**config.mk**
```make
export PLATFORM = sky130hd
export DESIGN_NAME = uart_rx
export DESIGN_NICKNAME = d
export VERILOG_FILES = /design/src/rtl/uart_rx.sv
export SDC_FILE = /design/constraint.sdc
export NUM_CORES = 1
export LEC_CHECK = 0
export CAP_MARGIN = 20
export CELL_PAD_IN_SITES_DETAIL_PLACEMENT = 1
export CELL_PAD_IN_SITES_GLOBAL_PLACEMENT = 1
export CORE_AREA = 5 5 84 86
export CTS_CLUSTER_DIAMETER = 100
export DETAILED_ROUTE_END_ITERATION = 8
export DIE_AREA = 0 0 89 91
export PLACE_DENSITY_LB_ADDON = 0.15
export RECOVER_POWER = 100
export SLEW_MARGIN = 20
export SYNTH_ARGS = -nofsm -noshare
export SYNTH_HDL_FRONTEND = slang
export SYNTH_SLANG_ARGS = --single-unit
export TNS_END_PERCENT = 50
```
**constraint.sdc**
```tcl
create_clock -name clk -period 7.8 [get_ports clk]
set_input_delay 1.17 -clock clk [delete_from_list [all_inputs] [get_ports clk]]
set_output_delay 1.17 -clock clk [all_outputs]
set_load 0.01 [all_outputs]
```
**src/rtl/uart_rx.sv**
```systemverilog
// 8N1 UART receiver with a 2-flop input synchroniser, a mid-bit sampling FSM,
// a small fall-through byte FIFO and sticky overrun / framing-error flags.
module uart_rx #(
  parameter int CLKDIV  = 434,
  parameter int FIFO_AW = 2
) (
  input  logic       clk,
  input  logic       reset,
  input  logic       rx,
  input  logic       rd,
  input  logic       clr_err,
  output logic [7:0] rdata,
  output logic       valid,
  output logic       full,
  output logic       overrun,
  output logic       frame_err
);

  localparam int TW    = $clog2(CLKDIV);
  localparam int DEPTH = 1 << FIFO_AW;

  typedef enum logic [2:0] {
    S_IDLE,
    S_START,
    S_DATA,
    S_STOP,
    S_BREAK
  } state_t;

  state_t             state;
  logic [TW-1:0]      timer;
  logic [2:0]         idx;
  logic [7:0]         shreg;
  logic               rx_meta;
  logic               rxs;
  logic [7:0]         mem [DEPTH];
  logic [FIFO_AW:0]   wp;
  logic [FIFO_AW:0]   rp;
  logic               expired;
  logic               push;
  logic               ferr_set;
  logic               empty;
  logic               pop;
  logic               accept;
  logic               drop;

  always_ff @(posedge clk or posedge reset) begin
    if (reset) begin
      rx_meta <= 1'b1;
      rxs     <= 1'b1;
    end else begin
      rx_meta <= rx;
      rxs     <= rx_meta;
    end
  end

  always_comb begin
    expired  = (timer == '0);
    push     = (state == S_STOP) && expired && rxs;
    ferr_set = (state == S_STOP) && expired && !rxs;
    empty    = (wp == rp);
    full     = (wp[FIFO_AW] != rp[FIFO_AW]) &&
               (wp[FIFO_AW-1:0] == rp[FIFO_AW-1:0]);
    valid    = !empty;
    pop      = rd && !empty;
    // A pop in the same cycle frees the slot the incoming byte needs.
    accept   = push && (!full || pop);
    drop     = push && full && !pop;
    rdata    = empty ? '0 : mem[rp[FIFO_AW-1:0]];
  end

  always_ff @(posedge clk or posedge reset) begin
    if (reset) begin
      state <= S_IDLE;
      timer <= '0;
      idx   <= '0;
      shreg <= '0;
    end else begin
      case (state)
        S_IDLE: begin
          if (!rxs) begin
            state <= S_START;
            timer <= TW'(CLKDIV / 2 - 1);
          end
        end
        S_START: begin
          if (expired) begin
            if (rxs) begin
              state <= S_IDLE;
            end else begin
              state <= S_DATA;
              idx   <= '0;
              timer <= TW'(CLKDIV - 1);
            end
          end else begin
            timer <= timer - 1'b1;
          end
        end
        S_DATA: begin
          if (expired) begin
            shreg <= {rxs, shreg[7:1]};
            idx   <= idx + 1'b1;
            timer <= TW'(CLKDIV - 1);
            if (idx == 3'd7) state <= S_STOP;
          end else begin
            timer <= timer - 1'b1;
          end
        end
        S_STOP: begin
          if (expired) begin
            state <= rxs ? S_IDLE : S_BREAK;
          end else begin
            timer <= timer - 1'b1;
          end
        end
        S_BREAK: begin
          if (rxs) state <= S_IDLE;
        end
        default: state <= S_IDLE;
      endcase
    end
  end

  always_ff @(posedge clk or posedge reset) begin
    if (reset) begin
      wp        <= '0;
      rp        <= '0;
      overrun   <= 1'b0;
      frame_err <= 1'b0;
    end else begin
      if (pop)    rp <= rp + 1'b1;
      if (accept) wp <= wp + 1'b1;
      overrun   <= drop     | (overrun   & ~clr_err);
      frame_err <= ferr_set | (frame_err & ~clr_err);
    end
  end

  always_ff @(posedge clk) begin
    if (accept) mem[wp[FIFO_AW-1:0]] <= shreg;
  end

endmodule

```
==> results of run 1 <==
power by group:
group / internal [mW] / total [mW] / switching (mW)
combinational: 0.105 / 0.163 / 0.0581
clock: 0.149 / 0.285 / 0.135
sequential: 0.366 / 0.398 / 0.0317
area by class of cell:
class | count | area, um2 | share of cell area [%]
Sequential cell | 65 | 1790 | 52.9
Multi-Input combinational cell | 128 | 1060 | 31.3
Timing Repair Buffer | 18 | 168 | 4.96
Clock buffer | 9 | 124 | 3.66
Tap cell | 77 | 96.3 | 2.85
Clock inverter | 7 | 78.8 | 2.33
Inverter | 18 | 67.6 | 2.00
through the flow:
step / cell area, um2 / utilization (%)
after floorplan: 3030 / -
after global placement: 3240 / 52.2
after detailed placement: 3240 / 52.2
after CTS: 3440 / 55.5
final: 3380 / 54.5
after global routing: 3380 / 54.5
worst max path at each step:
stage,startpoint,slack [ps],cells after the start,to
2_1_floorplan,rp[1],5230,5,rdata[0]
4_1_cts,rp[0],4100,4,rdata[3]
6_report,timer[0],4060,6,mem[0][3]
5_1_grt,rp[0],3860,4,rdata[6]
3_5_place_dp,rp[0],4460,4,rdata[3]
3_3_place_gp,rp[0],4600,4,rdata[5]
per-layer routing:
metal / up-vias / global-route usage, % / wire [um]
met3: 9 / 3.53 / 213
met2: 32 / 30.1 / 3360
li1: 874 / - / -
met5: - / 0 / 0
met1: 971 / 21.6 / 2720
met4: 0 / 5.58 / 100
cells in the mapped netlist (2+ instances only):
cell type / count
edfxtp_1: 32
dfrtp_1: 31
inv_1: 18
a21oi_1: 11
and2_1: 9
clkbuf_1: 8
ha_1: 8
mux4_2: 8
nor2_1: 8
mux2_4: 7
nand2_1: 7
a221oi_1: 6
xnor2_1: 6
o21ai_0: 5
a211oi_1: 4
nand3_1: 4
o22ai_1: 4
o31ai_1: 4
a21o_1: 2
a2bb2oi_1: 2
buf_2: 2
dfstp_2: 2
mux2_1: 2
nor3_1: 2
nor4_1: 2
nor4b_1: 2
or2_2: 2
or4_1: 2
critical path: stages (launching register included):
cell and delay [ps]:
dfrtp_1 420, inv_1 110, ha_1 250, or4b_1 610, nor3_1 800, nand4_1 440, nor2_1 740
logic make-up after synthesis:
group | Yosys count | synth area share (%)
mux | 19 | 10.9
buf+inv | 29 | 4.21
simple gates | 47 | 9.87
compound gates | 47 | 10.7
flops | 65 | 59.0
xor+xnor | 7 | 2.02
fa+ha+maj | 8 | 3.30
cells in the final DEF (no fill, tap or decap), drive strengths merged, types with 4 or more instances in the layout:
master         Yosys  layout
o21ai              6       6
mux2              10      10
edfxtp            32      32
dlygate4sd3        0       7
inv               18      19
mux4               8       8
ha                 8       8
o31ai              4       4
a21oi             11      11
xnor2              6       6
clkdlybuf4s50      0       9
and2               9       9
dfrtp             31      31
clkbuf             8      11
a211oi             4       4
a221oi             6       6
nand2              7       7
nand3              4       4
nor2               8       8
o22ai              4       4
registers in the layout, indices dropped and copies added, names as in the netlist:
signal	cells
frame_err	1
overrun	1
rx_meta	1
idx	3
timer	9
shreg	8
state	3
rxs	1
rp	3
wp	3
mem	32
==> flow_summary.yaml, run 1 <==
sta:
  finalCriticalPeriod_ps: 3740
  layout_setup_ws_ps: 4060
  timing.hold.ws_ps: 364
  slew_headroom_pct: 24.8
  number_of_slew_limit_violations_in_the_final_report: 0
  rsz0062_at_grt: "false"
  finalSetupViolCount: 0
  fin_skew_ps: 8.93
  hold_violations: 0
  tightestPinTransition_ps: 1130
  final.setup.tns_ps: 0
  final_min_period_over_clock_period_pct: 48.0
  maximum_clock_frequency_ghz: 0.267
synth:
  yosysWarningCount: 0
  ys_top_cells_by_area: "edfxtp_1 32%, dfrtp_1 26%, mux4_2 5.9%"
  synth_nets: 235
  ys_ff_latch: 65
  postSynthCellCount: 222
  post-synth-top-area-fraction_pct: 31.7
  ys_seq_area_share_pct: 59.0
  synth.cell_area_mm2: 0.00303
  yosysTopAreaCell: "edfxtp_1"
  ys_async_sr_fraction_pct: 50.8
  synth_enable_flop_cells: 32
  synthesis.area_per_instance_um2: 13.7
  ys_dominant_reg_cell: "edfxtp_1"
  netlist-cell-type-count: 50
drt:
  antenna_violating_nets_post_route: 0
  routed_via_density: 5.86
  wl_per_cell_um: 19.8
  drt-initial-drc-count: 68
  detailed_route_via_count: 1886
  route.detailed.drc: 0
  routed_wl_mm: 6.39
  dr.pass1.iters: 4
clock_tree:
  post_cts.repair.setup_buffers: 0
  cts.root.buffer_cell: "clkbuf_8"
  clock_transition_at_the_registers_of_the_reported_paths_ps: 80
  cts.sinks: 65
  cts-buffers-inserted: 9
  worst_skew_pair.late_latency_ps: 330
  h-tree-depth: 3
  cts_resized: 0
  cts_tree: "built"
  clock_tree.buffer_depth: 2
  post_cts_hold_buffer_count: 0
worst_setup_path:
  endpoint_kind: "register"
  timing.reg2reg.worst_path_depth: 6
  crit_type: "register to register"
  r2r_setup_slack_ps: 4060
  crit_path_max_fanout: 8
  crit-reg2reg-launch: "timer[0]"
  cp.required_ps: 7760
  regToRegEndpoint: "mem[0][3]"
  cp-start-kind: "register"
  wp_data_arrival_ps: 3700
floorplan:
  core_area_mm2: 0.00620
  die_y_um: 91
  std_cell_rows: 29
  initial_standard_cell_utilization_of_the_core_pct: 48.8
  ioPinCount: 17
  die_ar_mm2: 0.00810
  die_w_um: 89
grt:
  largest_net_degree_at_the_start_of_global_routing: 22
  grt.overflow.total: 0
  via_count_of_the_first_global_routing_pass: 2052
  track_usage_pct: 17.4
  grt_pass1_wl_mm: 10.7
  antenna_violations_before_repair: 0
placement:
  post-place-ws_ps: 4460
  hpwl_mm: 4.53
  placer_congestion: 0.902
  port_buffers: 16
  place.detailed.instances: 306
finish:
  antenna-diode-count: 0
  fin_nets: 253
  growth_of_design_area_from_synthesis_to_finish_pct: 11.6
  final_layout_size_suffix_gt1_share_pct: 12.2
  instances_no_fill: 322
  final.fill_count: 636
power:
  leakagePower_nw: 1.33
  p_per_area_mw_per_mm2: 250
  totalPowerFinal_mw: 0.845
  vdd.ir_drop.worst_uv: 133
hold_path:
  worst_hold_path.endpoint: "rxs"
  holdCritPathClass: "register to register"
  min_from: "rx_meta"
  whs_path_depth: 0
run_status:
  run_status: "complete, no violations"
flow_run:
  cap_viol_max_count: 0
Power figures use the tool's default switching activity.
==> run 2: changes to the inputs <==
CORE_AREA = 5 5 89 91   (was 5 5 84 86)
DIE_AREA = 0 0 94 96   (was 0 0 89 91)
clock period = 3.4 ns   (was 7.8 ns; I/O delays follow)
==> run 2 against run 1 <==
Compared with the run above: via count decreased by 1.6%; die area is 11% higher; cell area grew 1.6%; combinational power grew to 2.5 times the previous value; the flow now finishes with violations (max-capacitance violations, max-slew violations); largest cell class unchanged; count of clock-buffer cells in the layout is the same; highest routed layer unchanged; final cell count is 7.1% higher; clock skew decreased by 1.1 ps; largest power group unchanged; sequential share of layout area fell by 0.85 points; non-clock buffer count increased by 2.
==> flow_summary.yaml, run 2 (synthesized netlist as in run 1, its figures left out) <==
sta:
  finalCriticalPeriod_ps: 2930
  final.setup.tns_ps: 0
  hold_violations: 0
  fin_skew_ps: 7.79
  final_min_period_over_clock_period_pct: 86.2
  layout_setup_ws_ps: 469
  finalSetupViolCount: 0
  timing.hold.ws_ps: 357
  maximum_clock_frequency_ghz: 0.341
  rsz0062_at_grt: "false"
  slew_headroom_pct: -24.2
  number_of_slew_limit_violations_in_the_final_report: 34
  tightestPinTransition_ps: 1860
finish:
  instances_no_fill: 345
  layout_commonest_cell: "edfxtp_1"
  largest_register_ffs: 32
  final.fill_count: 743
  seq_area_mm2: 0.00179
  growth_of_design_area_from_synthesis_to_finish_pct: 13.4
  fin_nets: 255
  commonest_cells_after_routing_fill_and_taps_aside: "32 x edfxtp_1, 31 x dfrtp_1, 18 x inv_1"
  final_layout_size_suffix_gt1_share_pct: 11.8
  antenna-diode-count: 0
  multi_input_area_mm2: 0.00107
worst_setup_path:
  endpoint_kind: "register"
  crit-reg2reg-launch: "timer[0]"
  cp-start-kind: "register"
  crit_path_cell_trace: "inv_1, ha_1, or4b_1, nor3_4, nand4_1, nor2_1"
  cp.required_ps: 3380
  regToRegEndpoint: "mem[1][4]"
  crit_type: "register to register"
  slowest_delay_ps: 610
  timing.reg2reg.worst_path_depth: 6
  wp_data_arrival_ps: 2910
  crit_path_max_fanout: 8
  r2r_setup_slack_ps: 470
  critical_path_slowest_stage_cell: "or4b_1"
grt:
  antenna_violations_before_repair: 0
  via_count_of_the_first_global_routing_pass: 1957
  track_usage_pct: 15.1
  largest_net_degree_at_the_start_of_global_routing: 34
  grt.overflow.total: 0
  grt_pass1_wl_mm: 10.2
floorplan:
  core_area_mm2: 0.00706
  initial_standard_cell_utilization_of_the_core_pct: 42.9
  std_cell_rows: 31
  ioPinCount: 17
  die_y_um: 96
  die_ar_mm2: 0.00902
  die_w_um: 94
flow_run:
  cap_viol_max_count: 1
clock_tree:
  cts-buffers-inserted: 9
  clock_transition_at_the_registers_of_the_reported_paths_ps: 70
  cts_resized: 0
  post_cts_hold_buffer_count: 0
  cts.root.buffer_cell: "clkbuf_8"
  post_cts.repair.setup_buffers: 0
  cts.sinks: 65
  worst_skew_pair.late_latency_ps: 340
  clock_tree.buffer_depth: 2
  h-tree-depth: 3
  cts_tree: "built"
power:
  p_per_area_mw_per_mm2: 578
  leakagePower_nw: 1.35
  vdd.ir_drop.worst_uv: 216
drt:
  route.detailed.drc: 0
  wl_per_cell_um: 17.3
  routed_wl_mm: 5.98
  antenna_violating_nets_post_route: 0
  dr.pass1.iters: 4
  detailed_route_via_count: 1855
  drt-initial-drc-count: 66
  routed_via_density: 5.38
placement:
  place.detailed.instances: 330
  placer_congestion: 0.860
  post-place-ws_ps: 509
  port_buffers: 16
  hpwl_mm: 4.13
run_status:
  run_status: "finished with violations"
  violations_in_the_final_reports: "max-capacitance violations, max-slew violations"
hold_path:
  min_from: "rx_meta"
  whs_path_depth: 0
  holdCritPathClass: "register to register"
  worst_hold_path.endpoint: "rxs"
run 2: changes by cell type in the layout (fill, tap and decap cells not counted), sizes merged:
cell           before  now
clkbuf             11   12
buf                 0    1
clkdlybuf4s50       9    8
clkinvlp            3    1
clkinv              2    3
inv                19   18
dlygate4sd3         7    8
bufinv              1    2
run 2: worst max-delay path by stage:
stage | from | endpoint | slack, ps | depth (start not counted)
6_report | timer[0] | mem[1][4] | 470 | 6
5_1_grt | timer[0] | mem[2][3] | 190 | 6
4_1_cts | timer[0] | mem[1][4] | 480 | 6
3_5_place_dp | timer[0] | mem[1][3] | 510 | 6
2_1_floorplan | timer[0] | mem[0][0] | 930 | 7
3_3_place_gp | timer[0] | mem[1][4] | 660 | 6
run 2: critical path, delay by kind of cell, from the launching register on:
kind	cells	cell delay (ps)
adders and majority gates	1	230
and+or+nand+nor	4	1830
buffers and inverters	1	90
DFF	1	410
run 2: area by class of cell:
cell class,instances,share of cell area (%)
clock buffer,9,3.60
clock inverter,6,2.44
inverter,18,1.97
tap,99,3.60
sequential,65,52.1
timing repair buffer,20,5.21
multi-input combinational,128,31.1
run 2: metrics by stage:
step,power [mW],instance area (um2),util [%]
global route,2.10,3440,48.7
floorplan,1.15,3030,-
global placement,1.32,3280,46.5
CTS,2.04,3490,49.5
detailed placement,1.33,3280,46.5
finish,1.99,3440,48.7
run 2: layer usage:
| metal | vias up | routed length, um | share of wire [%] | GRT usage, % |
|---|---|---|---|---|
| li1 | 886 | - | - | - |
| met1 | 939 | 2760 | 46 | 18.9 |
| met2 | 20 | 2950 | 49 | 24.7 |
| met3 | 10 | 141 | 2.4 | 3.21 |
| met4 | 0 | 125 | 2.1 | 7.58 |
| met5 | - | 0 | 0 | 0 |
run 2: where the power goes:
part | internal [mW] | switching [mW] | total, mW | leakage (nW)
clock network | 0.405 | 0.300 | 0.705 | 0.100
logic | 0.246 | 0.162 | 0.408 | 0.491
registers | 0.840 | 0.0347 | 0.875 | 0.758
